## src/rtl/wb_port_arbiter.sv

```systemverilog
// Round-robin arbiter that merges fixed-latency FU results onto one
// scoreboard writeback port, with one holding entry per requester.
module wb_port_arbiter #(
    parameter int NR_REQ = 3,
    parameter int DATA_W = 64,
    parameter int TID_W  = 3
) (
    input  logic                           clk_i,
    input  logic                           rst_i,
    input  logic                           flush_i,
    input  logic [NR_REQ-1:0]              req_valid_i,
    output logic [NR_REQ-1:0]              req_ready_o,
    input  logic [NR_REQ-1:0][TID_W-1:0]   req_tid_i,
    input  logic [NR_REQ-1:0][DATA_W-1:0]  req_data_i,
    input  logic [NR_REQ-1:0]              req_ex_i,
    output logic                           wb_valid_o,
    output logic [TID_W-1:0]               wb_tid_o,
    output logic [DATA_W-1:0]              wb_data_o,
    output logic                           wb_ex_o,
    output logic [15:0]                    conflict_cnt_o
);

    localparam int PW = (NR_REQ > 1) ? $clog2(NR_REQ) : 1;

    logic [NR_REQ-1:0]             hold_v;
    logic [NR_REQ-1:0][TID_W-1:0]  hold_tid;
    logic [NR_REQ-1:0][DATA_W-1:0] hold_data;
    logic [NR_REQ-1:0]             hold_ex;
    logic [NR_REQ-1:0]             gnt;
    logic [NR_REQ-1:0]             cap;
    logic [PW-1:0]                 rr_ptr;
    logic [PW-1:0]                 gnt_idx;
    logic                          found;
    logic                          seen;
    logic                          multi;

    // Search starts at rr_ptr and wraps, so every held entry is
    // reached within NR_REQ grants.
    always_comb begin
        gnt     = '0;
        gnt_idx = '0;
        found   = 1'b0;
        for (int k = 0; k < NR_REQ; k++) begin
            if (!found && hold_v[(int'(rr_ptr) + k) % NR_REQ]) begin
                found   = 1'b1;
                gnt_idx = PW'((int'(rr_ptr) + k) % NR_REQ);
            end
        end
        if (found && !flush_i) gnt[gnt_idx] = 1'b1;
    end

    always_comb begin
        seen  = 1'b0;
        multi = 1'b0;
        for (int i = 0; i < NR_REQ; i++) begin
            if (hold_v[i]) begin
                if (seen) multi = 1'b1;
                seen = 1'b1;
            end
        end
    end

    assign req_ready_o = {NR_REQ{!rst_i && !flush_i}} & (~hold_v | gnt);
    assign cap         = req_valid_i & req_ready_o;

    assign wb_valid_o = |gnt;
    assign wb_tid_o   = wb_valid_o ? hold_tid[gnt_idx]  : '0;
    assign wb_data_o  = wb_valid_o ? hold_data[gnt_idx] : '0;
    assign wb_ex_o    = wb_valid_o ? hold_ex[gnt_idx]   : 1'b0;

    always_ff @(posedge clk_i or posedge rst_i) begin
        if (rst_i) begin
            hold_v    <= '0;
            hold_tid  <= '0;
            hold_data <= '0;
            hold_ex   <= '0;
        end else begin
            for (int i = 0; i < NR_REQ; i++) begin
                if (flush_i) begin
                    hold_v[i] <= 1'b0;
                end else if (cap[i]) begin
                    hold_v[i]    <= 1'b1;
                    hold_tid[i]  <= req_tid_i[i];
                    hold_data[i] <= req_data_i[i];
                    hold_ex[i]   <= req_ex_i[i];
                end else if (gnt[i]) begin
                    hold_v[i] <= 1'b0;
                end
            end
        end
    end

    always_ff @(posedge clk_i or posedge rst_i) begin
        if (rst_i) begin
            rr_ptr <= '0;
        end else if (|gnt) begin
            rr_ptr <= (gnt_idx == PW'(NR_REQ - 1)) ? '0 : gnt_idx + 1'b1;
        end
    end

    always_ff @(posedge clk_i or posedge rst_i) begin
        if (rst_i) begin
            conflict_cnt_o <= '0;
        end else if (!flush_i && multi && conflict_cnt_o != 16'hFFFF) begin
            conflict_cnt_o <= conflict_cnt_o + 16'd1;
        end
    end

endmodule

```

## config.mk

```make
export PLATFORM = sky130hd
export DESIGN_NAME = wb_port_arbiter
export DESIGN_NICKNAME = d
export VERILOG_FILES = /design/src/rtl/wb_port_arbiter.sv
export SDC_FILE = /design/constraint.sdc
export NUM_CORES = 1
export LEC_CHECK = 0
export BUFFER_PORTS_ARGS = -buffer_cell sky130_fd_sc_hd__buf_4
export CORE_MARGIN = 2
export CORE_UTILIZATION = 54
export CTS_BUF_LIST = sky130_fd_sc_hd__clkbuf_8
export DETAILED_ROUTE_END_ITERATION = 8
export PLACE_DENSITY = 0.79
export SYNTH_ARGS = -nofsm -noshare
export SYNTH_HDL_FRONTEND = slang
export SYNTH_SLANG_ARGS = --single-unit
```

## constraint.sdc

```tcl
create_clock -name clk_i -period 8.5 [get_ports clk_i]
set_input_delay 1.7 -clock clk_i [delete_from_list [all_inputs] [get_ports clk_i]]
set_output_delay 1.7 -clock clk_i [all_outputs]
set_load 0.1 [all_outputs]
```

==> results.txt <==
Worst Path Required: 6.80 ns
CTS tree: built
RSZ-0062 raised after global routing: false
FMAX: 0.176 GHz
Simple-Gate Fraction of Synth Area: 0.0799
Max clock buf depth: 3
final net count: 1375
Vias per Instance: 5.74
Cell Area, Synth: 10300 um2
Area Growth Syn to Fin: 29.8%
worst-path maximum fanout: 38
H-tree Lvls: 2
largest net degree at the start of global routing: 150
FF+latch count, synth: 225
ANT cells: 0
Initial Util: 0.550
Yosys cell types: 45
Post-Syn Instances: 871
Seq/Total Area, Yosys: 0.548
Cell Count, Final, Fillers Out: 1413
Tot Pwr: 4.73 mW
Post-DP HPWL: 18200 um
Root Buffer: clkbuf_8
Clock Skew: 0.0149 ns
clock transition at the registers of the reported paths: 0.05 ns
WL final: 27700 um
die area: 20200 um2
Post-synth EDFFs: 0
width of the die: 142 um
most frequent cells in the layout: buf_4, dfrtp_1, mux2_2, nand2_1, o21ai_0
crit path time final: 5.67 ns
Max-cap violations: 0
vias in the first global route: 8263
clock latency on the worst-skew pair: 0.52 ns
final hold viol count: 0
initial antenna violation count: 0
layer with the highest usage: met2
VDD IR max: 0.000268 V
fraction of layout cells with a size suffix above 1: 0.476
fin. max-slew vios: 0
placed cells: 1353
grt met3 use: 0.0636
Most used DFF post-synth: dfrtp_1
Slew HR: 0.227
Synth top area share: 0.548
DRC: 0
Hold/Removal Path Class: flip-flop to flip-flop
cts repair resizes: 0
placer congestion estimate: 0.833
global-route usage over all layers: 0.275
largest family of logic cells by synthesized area: multiplexers
adder-cell share of the synthesized area: 0.00706
Chip Height: 142 um
leak pwr: 6.26 nW
Least-Margin Pin Slew: 1.16 ns
most common cell after layout, fill and taps aside: buf_4
Worst Hold Margin: 0.487 ns
Synth area leaders: dfrtp_1, mux2_2, nand2_1, a31oi_1, o21ai_0
Setup violations, final: 0
Via Count: 8116
Synth Area in Compound Gates: 0.0894
DRT antenna net count: 0
FP Rows: 50
number of buffers created by CTS: 39
post-synthesis mux area share: 0.232
Ports: 298
fin crit share: 0.667
# clock sinks: 225
area leader, netlist: dfrtp_1
kind of critical path: flip-flop to primary output
CP endpoint kind: primary output
first-pass GRT wire length: 43300 um
global route overflow: 0
Hold Buf Count CTS: 0
Post-CTS Setup Inserts: 0
I/O Buffers: 297
grt met1 use: 0.357
ys async rst share: 1.00
met2 Use GR: 0.444
Synth Area in XOR/XNOR: 0.0128
TritonRoute pass-1 iters: 4
Yosys Warn Count: 0
Place WS: 3.33 ns
P per Cell Area: 354 nW/um2
setup TNS: 0 ns
drt wl/cell: 19.6 um
Avg Cell Area, Syn: 11.8 um2
core area: 18700 um2
status: finished clean
final worst setup slack: 2.83 ns
Crit path arrival time: 3.97 ns
Startpoint Class: flip-flop
Net Count, Synth: 1086
DR iter-0 viols: 404
## through the flow
step	instance area, um2	utilization
CTS	13300	0.713
floorplan	10300	-
finish	13300	0.713
global route	13300	0.713
global placement	12600	0.675
detailed placement	12600	0.675
## logic make-up (layout without fill, tap and decap cells)
kind of cell	Yosys count	in the layout
AOI/OAI and AO/OA	155	155
xor gates and xnor gates	15	15
adders and majority gates	6	6
buffers and inverters	67	375
DFF	225	225
muxes	209	209
and+or+nand+nor	194	194
## synthesized netlist by cell type, types with 2 or more instances
master / n
o21a_1: 2
and2_1: 2
ha_1: 5
mux2_2: 184
buf_6: 5
mux2_1: 12
and4_1: 2
nor4_1: 2
clkbuf_1: 34
and3_1: 2
a21oi_1: 4
a31oi_1: 69
o21ai_0: 70
nor3_1: 4
dfrtp_1: 225
nand3_1: 6
mux2i_1: 3
xnor2_1: 5
nor2_1: 12
xor2_1: 10
nor2b_1: 3
nand2b_1: 4
nand2_1: 150
buf_2: 15
buf_4: 3
mux2_4: 10
inv_1: 10
## sequential cells by signal (all words and copies together), names as in the netlist
signal	count
hold_data	192
conflict_cnt_o	16
hold_tid	9
hold_ex	3
hold_v	3
rr_ptr	2
## worst max-delay path: stages (launching register included)
cell and delay, ns:
dfrtp_1 0.39, inv_1 0.08, ha_1 0.37, nor2b_1 0.18
o21ai_0 0.20, a21oi_4 0.95, buf_4 0.55, nand2_1 0.14
a31oi_1 0.24, buf_4 0.34
## path summary, 6_finish.rpt
| check | cells after the start | start | slack, ns | endpoint |
|---|---|---|---|---|
| setup / recovery | 9 | rr_ptr[0] | 2.83 | wb_data_o[34] |
| hold / removal | 1 | hold_data[81] | 0.49 | hold_data[81] |
| setup reg to reg | 10 | rr_ptr[0] | 4.38 | hold_data[66] |
| hold reg to reg | 1 | hold_data[81] | 0.49 | hold_data[81] |
| max in group asynchronous | 3 | rst_i | 5.46 | hold_data[141] |
| min in group asynchronous | 2 | rst_i | 1.43 | hold_data[107] |
## layout make-up
class	count	area [um2]
Clock inverter	11	42.5
Fill cell	1370	5360
Clock buffer	49	674
Tap cell	234	293
Inverter	10	45.0
Multi-Input combinational cell	579	4370
Timing Repair Buffer	305	2290
Sequential cell	225	5630
## per-layer routing
| layer | vias up | wire length [um] |
|---|---|---|
| met4 | 0 | 1090 |
| met2 | 333 | 13300 |
| met1 | 4056 | 11200 |
| met3 | 73 | 2080 |
| li1 | 3654 | - |
| met5 | - | 0 |
## report_power, final
group | total (mW) | switching [mW] | internal (mW)
Clock | 0.922 | 0.413 | 0.509
Sequential | 1.63 | 0.192 | 1.44
Combinational | 2.18 | 1.51 | 0.667
No activity file was read; power rests on OpenSTA's default activity.
